--- src/rtl/spram_access_ctrl.sv ---
// ---------------------------------------------------------------------------
// spram_access_ctrl
//   Requester-side controller for a single-port RAM with a fixed read latency.
//   Requests arrive on a valid/ready channel and drive the RAM pins in the
//   same cycle. Reads are tracked through the RAM pipeline and their data is
//   captured in a small response FIFO. Read data is returned in request order
//   on a valid/ready response channel. A credit count that covers both the
//   reads still inside the RAM and the FIFO occupancy makes sure every issued
//   read already owns a FIFO slot, so response backpressure never drops data.
//
// Ports
//   clk, rst_n            clock (rising edge), async active-low reset
//   req_valid/req_ready   request handshake; req_we selects write (1) or read
//   req_addr, req_wdata   request word address and write data
//   rsp_valid/rsp_ready   response handshake; rsp_data is the read word
//   ram_rst               RAM reset, the inverse of rst_n
//   ram_en, ram_we        RAM enable and write enable
//   ram_addr, ram_din     RAM address and write data
//   ram_dout              RAM read data, valid LATENCY cycles after a read
// ---------------------------------------------------------------------------
module spram_access_ctrl #(
   parameter int DATA_WIDTH = 32,
   parameter int DEPTH      = 128,
   parameter int LATENCY    = 1,
   parameter int FIFO_DEPTH = LATENCY + 2
) (
   input  logic                     clk,
   input  logic                     rst_n,
   input  logic                     req_valid,
   output logic                     req_ready,
   input  logic                     req_we,
   input  logic [$clog2(DEPTH)-1:0] req_addr,
   input  logic [DATA_WIDTH-1:0]    req_wdata,
   output logic                     rsp_valid,
   input  logic                     rsp_ready,
   output logic [DATA_WIDTH-1:0]    rsp_data,
   output logic                     ram_rst,
   output logic                     ram_en,
   output logic                     ram_we,
   output logic [$clog2(DEPTH)-1:0] ram_addr,
   output logic [DATA_WIDTH-1:0]    ram_din,
   input  logic [DATA_WIDTH-1:0]    ram_dout
);

   localparam int PW = (FIFO_DEPTH > 1) ? $clog2(FIFO_DEPTH) : 1;
   localparam int CW = $clog2(FIFO_DEPTH + 1);

   logic                  w_accept;
   logic                  w_rdAccept;
   logic                  w_push;
   logic                  w_pop;
   logic [LATENCY-1:0]    r_inflight;
   logic [DATA_WIDTH-1:0] r_mem [FIFO_DEPTH];
   logic [PW-1:0]         r_wrPtr;
   logic [PW-1:0]         r_rdPtr;
   logic [CW-1:0]         r_count;
   logic [CW-1:0]         r_outstanding;

   // Pointers wrap explicitly so the FIFO depth does not have to be a power
   // of two.
   function automatic logic [PW-1:0] nextPtr(input logic [PW-1:0] p);
      return (p == PW'(FIFO_DEPTH - 1)) ? '0 : p + PW'(1);
   endfunction

   // The request side sees only registered credit state, so there is no
   // combinational path from rsp_ready to req_ready. Writes never consume a
   // credit and therefore never stall.
   assign req_ready  = rst_n & (req_we | (r_outstanding < CW'(FIFO_DEPTH)));
   assign w_accept   = req_valid & req_ready;
   assign w_rdAccept = w_accept & ~req_we;

   assign ram_rst  = ~rst_n;
   assign ram_en   = w_accept;
   assign ram_we   = w_accept & req_we;
   assign ram_addr = req_addr;
   assign ram_din  = req_wdata;

   // The oldest stage of the tracker marks the cycle in which ram_dout holds
   // the data for a read issued LATENCY cycles earlier.
   assign w_push    = r_inflight[LATENCY-1];
   assign rsp_valid = (r_count != '0);
   assign rsp_data  = r_mem[r_rdPtr];
   assign w_pop     = rsp_valid & rsp_ready;

   // Valid bits for reads travelling through the RAM pipeline. Clearing them
   // on reset discards any read still in flight.
   always_ff @(posedge clk or negedge rst_n) begin
      if (!rst_n) begin
         r_inflight <= '0;
      end else begin
         r_inflight[0] <= w_rdAccept;
         for (int i = 1; i < LATENCY; i++) begin
            r_inflight[i] <= r_inflight[i-1];
         end
      end
   end

   // FIFO storage needs no reset; occupancy is defined by the pointers.
   always_ff @(posedge clk) begin
      if (w_push) begin
         r_mem[r_wrPtr] <= ram_dout;
      end
   end

   // FIFO pointers and occupancy. A simultaneous push and pop leaves the
   // count unchanged.
   always_ff @(posedge clk or negedge rst_n) begin
      if (!rst_n) begin
         r_wrPtr <= '0;
         r_rdPtr <= '0;
         r_count <= '0;
      end else begin
         if (w_push) begin
            r_wrPtr <= nextPtr(r_wrPtr);
         end
         if (w_pop) begin
            r_rdPtr <= nextPtr(r_rdPtr);
         end
         case ({w_push, w_pop})
            2'b10:   r_count <= r_count + CW'(1);
            2'b01:   r_count <= r_count - CW'(1);
            default: r_count <= r_count;
         endcase
      end
   end

   // Outstanding reads = reads in the RAM pipeline + FIFO entries. A push
   // only moves a read from one part of that sum to the other, so the total
   // changes only on read acceptance and on response pop.
   always_ff @(posedge clk or negedge rst_n) begin
      if (!rst_n) begin
         r_outstanding <= '0;
      end else begin
         case ({w_rdAccept, w_pop})
            2'b10:   r_outstanding <= r_outstanding + CW'(1);
            2'b01:   r_outstanding <= r_outstanding - CW'(1);
            default: r_outstanding <= r_outstanding;
         endcase
      end
   end

   // The credit scheme makes a push into a full FIFO impossible.
   fifoNoOverflow: assert property (@(posedge clk) disable iff (!rst_n)
      !(w_push && !w_pop && (r_count == CW'(FIFO_DEPTH))));

endmodule

--- config.mk ---
export PLATFORM = sky130hd
export DESIGN_NAME = spram_access_ctrl
export DESIGN_NICKNAME = d
export VERILOG_FILES = /design/src/rtl/spram_access_ctrl.sv
export SDC_FILE = /design/constraint.sdc
export NUM_CORES = 1
export LEC_CHECK = 0
export ABC_AREA = 0
export ABC_CLOCK_PERIOD_IN_PS = 3700
export CELL_PAD_IN_SITES_DETAIL_PLACEMENT = 2
export CELL_PAD_IN_SITES_GLOBAL_PLACEMENT = 2
export CORE_MARGIN = 2
export CORE_UTILIZATION = 30
export DETAILED_ROUTE_END_ITERATION = 12
export PLACE_DENSITY = 0.85
export SYNTH_ARGS = -nofsm -noshare
export SYNTH_HDL_FRONTEND = slang
export SYNTH_SLANG_ARGS = --single-unit
--- constraint.sdc ---
create_clock -name clk -period 3.7 [get_ports clk]
set_clock_uncertainty 0.05 [all_clocks]
set_input_delay 0.37 -clock clk [delete_from_list [all_inputs] [get_ports clk]]
set_output_delay 0.37 -clock clk [all_outputs]
set_load 0.01 [all_outputs]
Yosys cells after proc, flatten, opt, wreduce, memory -nomap -nowiden
Memories as Yosys holds them, arrays and structs flattened.
Cells that the tools add are included.

word-level totals
  memories kept = 1
  register bits = 9
  word-level logic and storage cells = 36
  memory bits (writable) = 96
  input port bits = 76
  output and inout bits = 76

cells by class
  add/sub/neg operators = 6
  reductions and logical operators = 3
  multiplexer cells = 6
  bitwise gates (word level) = 8
  eq/ne operators = 6
  magnitude comparators = 1

memories
  memory  depth  width  rd ports  clocked after Yosys merged registers in  wr ports  RTL line  source
  r_mem   3      32     1         0                                        1         53        logic [DATA_WIDTH-1:0] r_mem [FIFO_DEPTH];

operator list
  operator                                                             number
  2-bit by 1-bit adder with 2-bit output (second input constant)       4
  2-bit == test (second input constant)                                4
  2-bit case mux with 2 select lines                                   2
  2-bit nonzero test                                                   3
  1-bit AND                                                            5
  2-bit by 1-bit == test with 1-bit output (second input constant)     2
  2-bit 2-to-1 mux                                                     2
  2-bit by 1-bit subtractor with 2-bit output (second input constant)  2
  2-bit less-than comparator (second input constant)                   1
  1-bit 2-to-1 mux                                                     2
  1-bit NOT                                                            2
  1-bit OR                                                             1

Logic depth before layout (Yosys ltp)
Gate-level depths: netlist of run 1.

  word-level depth = 7
  mapped depth = 7
  gate-level depth less buffers = 7

Worst setup path before layout of run 1
Ideal clock, no wire load.

  path kind = register -> register
  start = register r_wrPtr[0]
  end = memory r_mem[2][0] (enable)
  required time = 3,182 ps
  setup time = 468 ps
  cell stages (with the launch flop) = 2
  slack = 381 ps
  clock period less this slack = 3,319 ps
  buffers on the path = 0
  data arrival time = 2,801 ps
  path through = dfrtp_1 -> nor3b_1

RTL lines
  what                      RTL line  source
  start: declaration        54        logic [PW-1:0] r_wrPtr;
  start signal: assignment  114       r_wrPtr <= nextPtr(r_wrPtr);
  end: declaration          53

No word-level cell before the write port.

Worst setup path after layout of run 1
  start = register r_rdPtr[0]
  end = output rsp_data[26]

between the ends
  cells in the longest elaborated chain, start to end = 1

ends and longest elaborated chain
  what                      RTL line  source
  start: declaration        55        logic [PW-1:0] r_rdPtr;
  start signal: assignment  117       r_rdPtr <= nextPtr(r_rdPtr);
  memory 3 x 32 bit         n/a
  end: declaration          36        output logic [DATA_WIDTH-1:0] rsp_data,

No other way between the ends.

==> impl_metrics.csv, run 1 <==
group,metric,value,unit
critical_path,rrSetupSlack,1910,ps
critical_path,critPathKind,"flip-flop to output pin",
critical_path,worstPathArrival,2440,ps
final_layout,nets,402,
global_routing,antenna_found_initial,0,
die,rows,43,
yosys,yosys_warnings,0,
cts,clk-insertion-delay-late,330,ps
global_routing,first_global_vias,2582,
die,die_x,124,um
global_routing,grt_pass1_wl,13.8,mm
die,pin_count,152,
die,coreArea,0.0140,mm2
route,wl_per_cell,17.9,um
power_and_ir_drop,leakagePower,1.77,nW
yosys,syn-instance-count,285,
timing,timing.final.crit_share,77.3,%
place,place_hpwl,6.01,mm
timing,max_slew_margin,28.2,%
power_and_ir_drop,fin_total_pwr,3.49,mW
yosys,synthMuxAreaShare,7.41,%
final_layout,drive_gt1_share,6.99,%
place,pre_cts_ws,1180,ps
yosys,syn_area_per_cell,15.2,um2
cts,cts_setup_buffers,0,
power_and_ir_drop,power_density,669,mW/mm2
route,drt_iter0_drc,90,
power_and_ir_drop,peakVddDrop,0.269,mV
run,drv_cap,0,
cts,clock-sinks,105,
timing,min_period,2860,ps
timing,hold_slack,322,ps
final_layout,antenna_cells,0,
critical_path,rr_worst_depth,2,
timing,setup_violations,0,
die,die_y,124,um
route,vias,2324,
die,die-area,0.0154,mm2
place,port-buffer-count,73,
global_routing,grt_overflow_total,0,
timing,tightest_slew,1070,ps
global_routing,grt_max_degree,40,
cts,cts_buffers,9,
cts,cts_root_buf,"clkbuf_16",
timing,drv_slew,0,
timing,max_clock_freq,350,MHz
yosys,synth_simple_gate_area_share,4.78,%
place,place.gp.congestion,0.653,
route,ant_nets,0,
route,drc,0,
yosys,synth_fa_ha_area_share,0.579,%
timing,tns,0,ps
cts,clkTransAtPathRegs,60,ps
global_routing,grt_use_total,12.3,%
critical_path,r2r-end,"r_mem[1][6]",
yosys,synth_top_family_by_area,"buffers and inverters",
final_layout,syn2layout_area_growth,20.7,%
timing,hold_viol,0,
cts,ctsResizeCount,0,
route,drtPass1Iterations,4,
cts,cts_hold_buf,0,
worst_hold_path,hp-class,"input pin to async pin",
critical_path,cp-end-kind,"output pin",
critical_path,r2r_start,"r_wrPtr[0]",
yosys,synth-seq-cells,105,
outcome,outcome,"finished, final reports clean",
critical_path,startpoint_type,"flip-flop",
yosys,seq_area_frac_synth,71.9,%
timing,setup_ws,839,ps
route,vias_per_cell,4.57,
die,start_util,30.9,%
yosys,synth_cell_type_count,23,
route,drt-total-wl,9.09,mm
final_layout,fillers,1419,
yosys,synth-compound-area-share,4.46,%
cts,htreeDepth,3,
yosys,synth_area,0.00432,mm2
yosys,synth_nets,363,
timing,rsz0062_at_grt,"false",
critical_path,critPathMaxFanout,33,
cts,clk_path_buf_depth,2,
yosys,synth_xor_area_share,1.22,%
critical_path,required,3280,ps
cts,cts_tree,"done",
-- cell families after synthesis --
| logic type | after synthesis |
|---|---|
| flip-flops | 105 |
| buffers and inverters | 54 |
| AND/OR/NAND/NOR | 49 |
| AO/OA/AOI/OAI | 37 |
| multiplexers | 32 |
| XOR/XNOR | 6 |
| adder cells (fa/ha/maj) | 2 |
-- power breakdown --
group          internal (mW)  switching, mW
logic                  0.566          0.416
clock network          0.525          0.388
registers               1.40          0.191
-- critical path, stage by stage, from the launching register on --
cell             delay, ps
dfrtp_2               1060
mux2i_1                220
o21ai_1                230
clkdlybuf4s50_1        580
-- cells in the mapped netlist --
master    count  area share, %
nor3b_1       2           0.35
a21o_1        3           0.52
xnor2_1       4           0.81
and3_1        1           0.14
edfxtp_1     96             67
ha_1          2           0.58
dfrtp_1       9            5.2
buf_4        41            7.1
nand2b_1      1           0.14
nor2_1        6           0.52
buf_2         2           0.23
xor2_1        2           0.41
or2_2         1           0.14
o21ai_0       5           0.58
nor3_2        1           0.23
nand2_1      36            3.1
buf_6         1           0.26
mux2i_1      32            7.4
buf_12        3            1.4
inv_1         4           0.35
o21ai_1      29            3.4
nor3_1        1           0.12
clkbuf_1      3           0.26
-- through the flow --
stage / std cells / utilization [%] / area [um2]
2_1_floorplan: 285 / - / 4320
3_3_place_gp: 493 / 35.3 / 4930
3_5_place_dp: 493 / 35.3 / 4930
4_1_cts: 509 / 37.3 / 5220
5_1_grt: 509 / 37.3 / 5220
6_report: 509 / 37.3 / 5220
-- routing by layer --
metal | vias to the layer above | GRT usage, % | wire length (um)
met5 | - | 0 | 0
met4 | 0 | 7.58 | 381
met3 | 54 | 2.47 | 409
met2 | 55 | 22.1 | 4760
met1 | 1152 | 13.3 | 3540
li1 | 1063 | - | -
-- sequential cells by signal, indices dropped and copies added (netlist names) --
signal and count:
r_mem 96, r_count 2, r_outstanding 2, r_rdPtr 2, r_wrPtr 2, r_inflight 1
-- worst max-delay path by stage --
| stage | from | end | depth (start not counted) |
|---|---|---|---|
| global placement | r_rdPtr[0] | rsp_data[14] | 3 |
| CTS | r_rdPtr[0] | rsp_data[26] | 3 |
| detailed placement | r_rdPtr[0] | rsp_data[14] | 3 |
| global route | r_rdPtr[1] | rsp_data[4] | 4 |
| floorplan | r_wrPtr[0] | r_mem[2][0] | 1 |
| finish | r_rdPtr[0] | rsp_data[26] | 3 |
-- cell type report --
cell class | instances | area [um2] | area share (%)
Clock inverter | 3 | 42.5 | 0.816
Sequential cell | 105 | 3110 | 59.6
Inverter | 4 | 15.0 | 0.288
Clock buffer | 13 | 240 | 4.61
Timing Repair Buffer | 78 | 768 | 14.7
Multi-Input combinational cell | 126 | 815 | 15.6
Tap cell | 180 | 225 | 4.32
-- layout by cell type, fill, tap and decap left out, types with 5 or more instances in the layout --
cell type,n
o21ai_1,29
nand2_1,36
o21ai_0,5
buf_4,5
dfrtp_1,7
clkbuf_16,9
clkdlybuf4s50_1,73
mux2i_1,32
edfxtp_1,96
nor2_1,5
Power figures use the tool's default switching activity.
==> run 2: changes to the inputs <==
- ABC_CLOCK_PERIOD_IN_PS: 3700 -> 2500
- CORE_UTILIZATION: 30 -> 27
- PLACE_DENSITY: 0.85 -> 0.81
- clock period: 3.7 -> 2.5 ns (I/O delays scaled with it)
==> run 2 against run 1 <==
Compared with the run above: clock power rose by 36%; first-iteration DRC count fell by 33%; die area rose by 11%; utilization fell by 3.6 points; final cell count rose by 8.3%; clock-buffer cell count fell by 4; highest routed layer unchanged; via count rose by 0.17%; critical endpoint is now rsp_data[8].
==> impl_metrics.csv, run 2 (synthesis gave the netlist of run 1 again) <==
group,metric,value,unit
critical_path,cp.depth,4,
timing,hold_viol,0,
cts,cts_buffers,9,
run,drv_cap,0,
timing,rsz0062_at_grt,"false",
timing,timing.final.crit_share,93.6,%
route,vias_per_cell,4.23,
critical_path,worstPathCellList,"buf_4 -> mux2i_1 -> o21ai_1 -> clkdlybuf4s50_1",
critical_path,critPathKind,"flip-flop to output pin",
timing,drv_slew,0,
die,coreArea,0.0158,mm2
die,pin_count,152,
final_layout,largest_reg_flops,96,
critical_path,rr_worst_depth,6,
timing,min_period,2340,ps
critical_path,cp-end-kind,"output pin",
die,die-area,0.0170,mm2
final_layout,stdcell_area,0.00531,mm2
final_layout,fillers,1656,
final_layout,nets,409,
critical_path,required,2200,ps
critical_path,max_stage_delay,620,ps
timing,setup_ws,159,ps
global_routing,grt_pass1_wl,14.2,mm
cts,clkTransAtPathRegs,70,ps
outcome,outcome,"finished, final reports clean",
timing,tightest_slew,403,ps
global_routing,antenna_found_initial,0,
global_routing,grt_use_total,11.4,%
final_layout,final_common_cell,"edfxtp_1",
power_and_ir_drop,leakagePower,1.81,nW
route,drc,0,
worst_hold_path,hp-class,"input pin to async pin",
cts,htreeDepth,3,
global_routing,first_global_vias,2751,
critical_path,worstPathArrival,2040,ps
critical_path,crit_start,"r_rdPtr[0]",
critical_path,cp_num_buf_inv,2,
global_routing,grt_overflow_total,0,
route,drt_iter0_drc,60,
final_layout,syn2layout_area_growth,22.9,%
route,drt-total-wl,8.97,mm
timing,max_slew_margin,73.1,%
cts,cts_root_buf,"clkbuf_16",
final_layout,antenna_cells,0,
die,rows,46,
power_and_ir_drop,power_density,961,mW/mm2
die,die_y,130,um
route,ant_nets,0,
final_layout,regMostFlops,"r_mem",
cts,clk_path_buf_depth,2,
place,pre_cts_ws,412,ps
critical_path,cpMaxStageDelayCell,"dfrtp_2",
place,port-buffer-count,73,
timing,max_clock_freq,427,MHz
critical_path,crit_family,"buffers and inverters",
place,place_hpwl,6.25,mm
cts,clk-insertion-delay-late,350,ps
die,die_x,130,um
global_routing,grt_max_degree,28,
cts,cts_hold_buf,0,
final_layout,drive_gt1_share,9.25,%
critical_path,startpoint_type,"flip-flop",
route,drtPass1Iterations,4,
critical_path,r2r_start,"r_outstanding[0]",
final_layout,layout_common_cells,"edfxtp_1 (96), clkdlybuf4s50_1 (73), nand2_1 (36), mux2i_1 (32), o21ai_1 (29)",
place,placed_area,0.00506,mm2
critical_path,critPathMaxFanout,13,
place,place.gp.congestion,0.666,
route,vias,2328,
cts,clock-sinks,105,
die,start_util,27.4,%
route,wl_per_cell,16.3,um
timing,tns,0,ps
power_and_ir_drop,peakVddDrop,0.299,mV
cts,cts_tree,"done",
timing,setup_violations,0,
[run 2: metal layers]
layer	global-route usage [%]	wire (um)	vias to the layer above
li1	-	-	1075
met5	0	0	-
met3	2.81	490	47
met4	7.63	383	0
met2	20.2	4690	51
met1	11.9	3410	1155
[run 2: worst paths after layout]
check                      slack, ps               end
hold reg to reg                  440        r_count[1]
setup reg to reg                 800  r_outstanding[1]
min in group clk                 440        r_count[1]
hold / removal                   230  r_outstanding[1]
setup / recovery                 160       rsp_data[8]
max in group asynchronous       2020        r_rdPtr[1]
[run 2: area by class of cell]
cell class / instances / area (um2) / area share, %
Sequential cell: 105 / 3110 / 58.6
Timing Repair Buffer: 85 / 833 / 15.7
Multi-Input combinational cell: 126 / 827 / 15.6
Tap cell: 216 / 270 / 5.09
Clock buffer: 9 / 225 / 4.24
Clock inverter: 6 / 26.3 / 0.495
Inverter: 4 / 15.0 / 0.283
[run 2: report_power, final]
part	internal [mW]	leakage (nW)	switching [mW]	total [mW]
Sequential	2.08	0.975	0.169	2.25
Clock	0.654	0.127	0.589	1.24
Combinational	0.878	0.707	0.732	1.61
[run 2: what timing repair did]
action / 4_1_cts / 5_1_grt
buffers inserted: 0 / 0
endpoints found under the setup margin: 0 / 7
endpoints found under the hold margin: 0 / 0
gates resized for setup: 0 / 1
[run 2: stage by stage]
step | std cells | power [mW] | hold slack, ps | util [%]
2_1_floorplan | 285 | 3.23 | -95.6 | -
3_3_place_gp | 536 | 3.87 | 407 | 32.1
3_5_place_dp | 536 | 3.95 | 430 | 32.1
4_1_cts | 551 | 5.21 | 228 | 33.7
5_1_grt | 551 | 5.41 | 267 | 33.7
6_report | 551 | 5.10 | 226 | 33.7
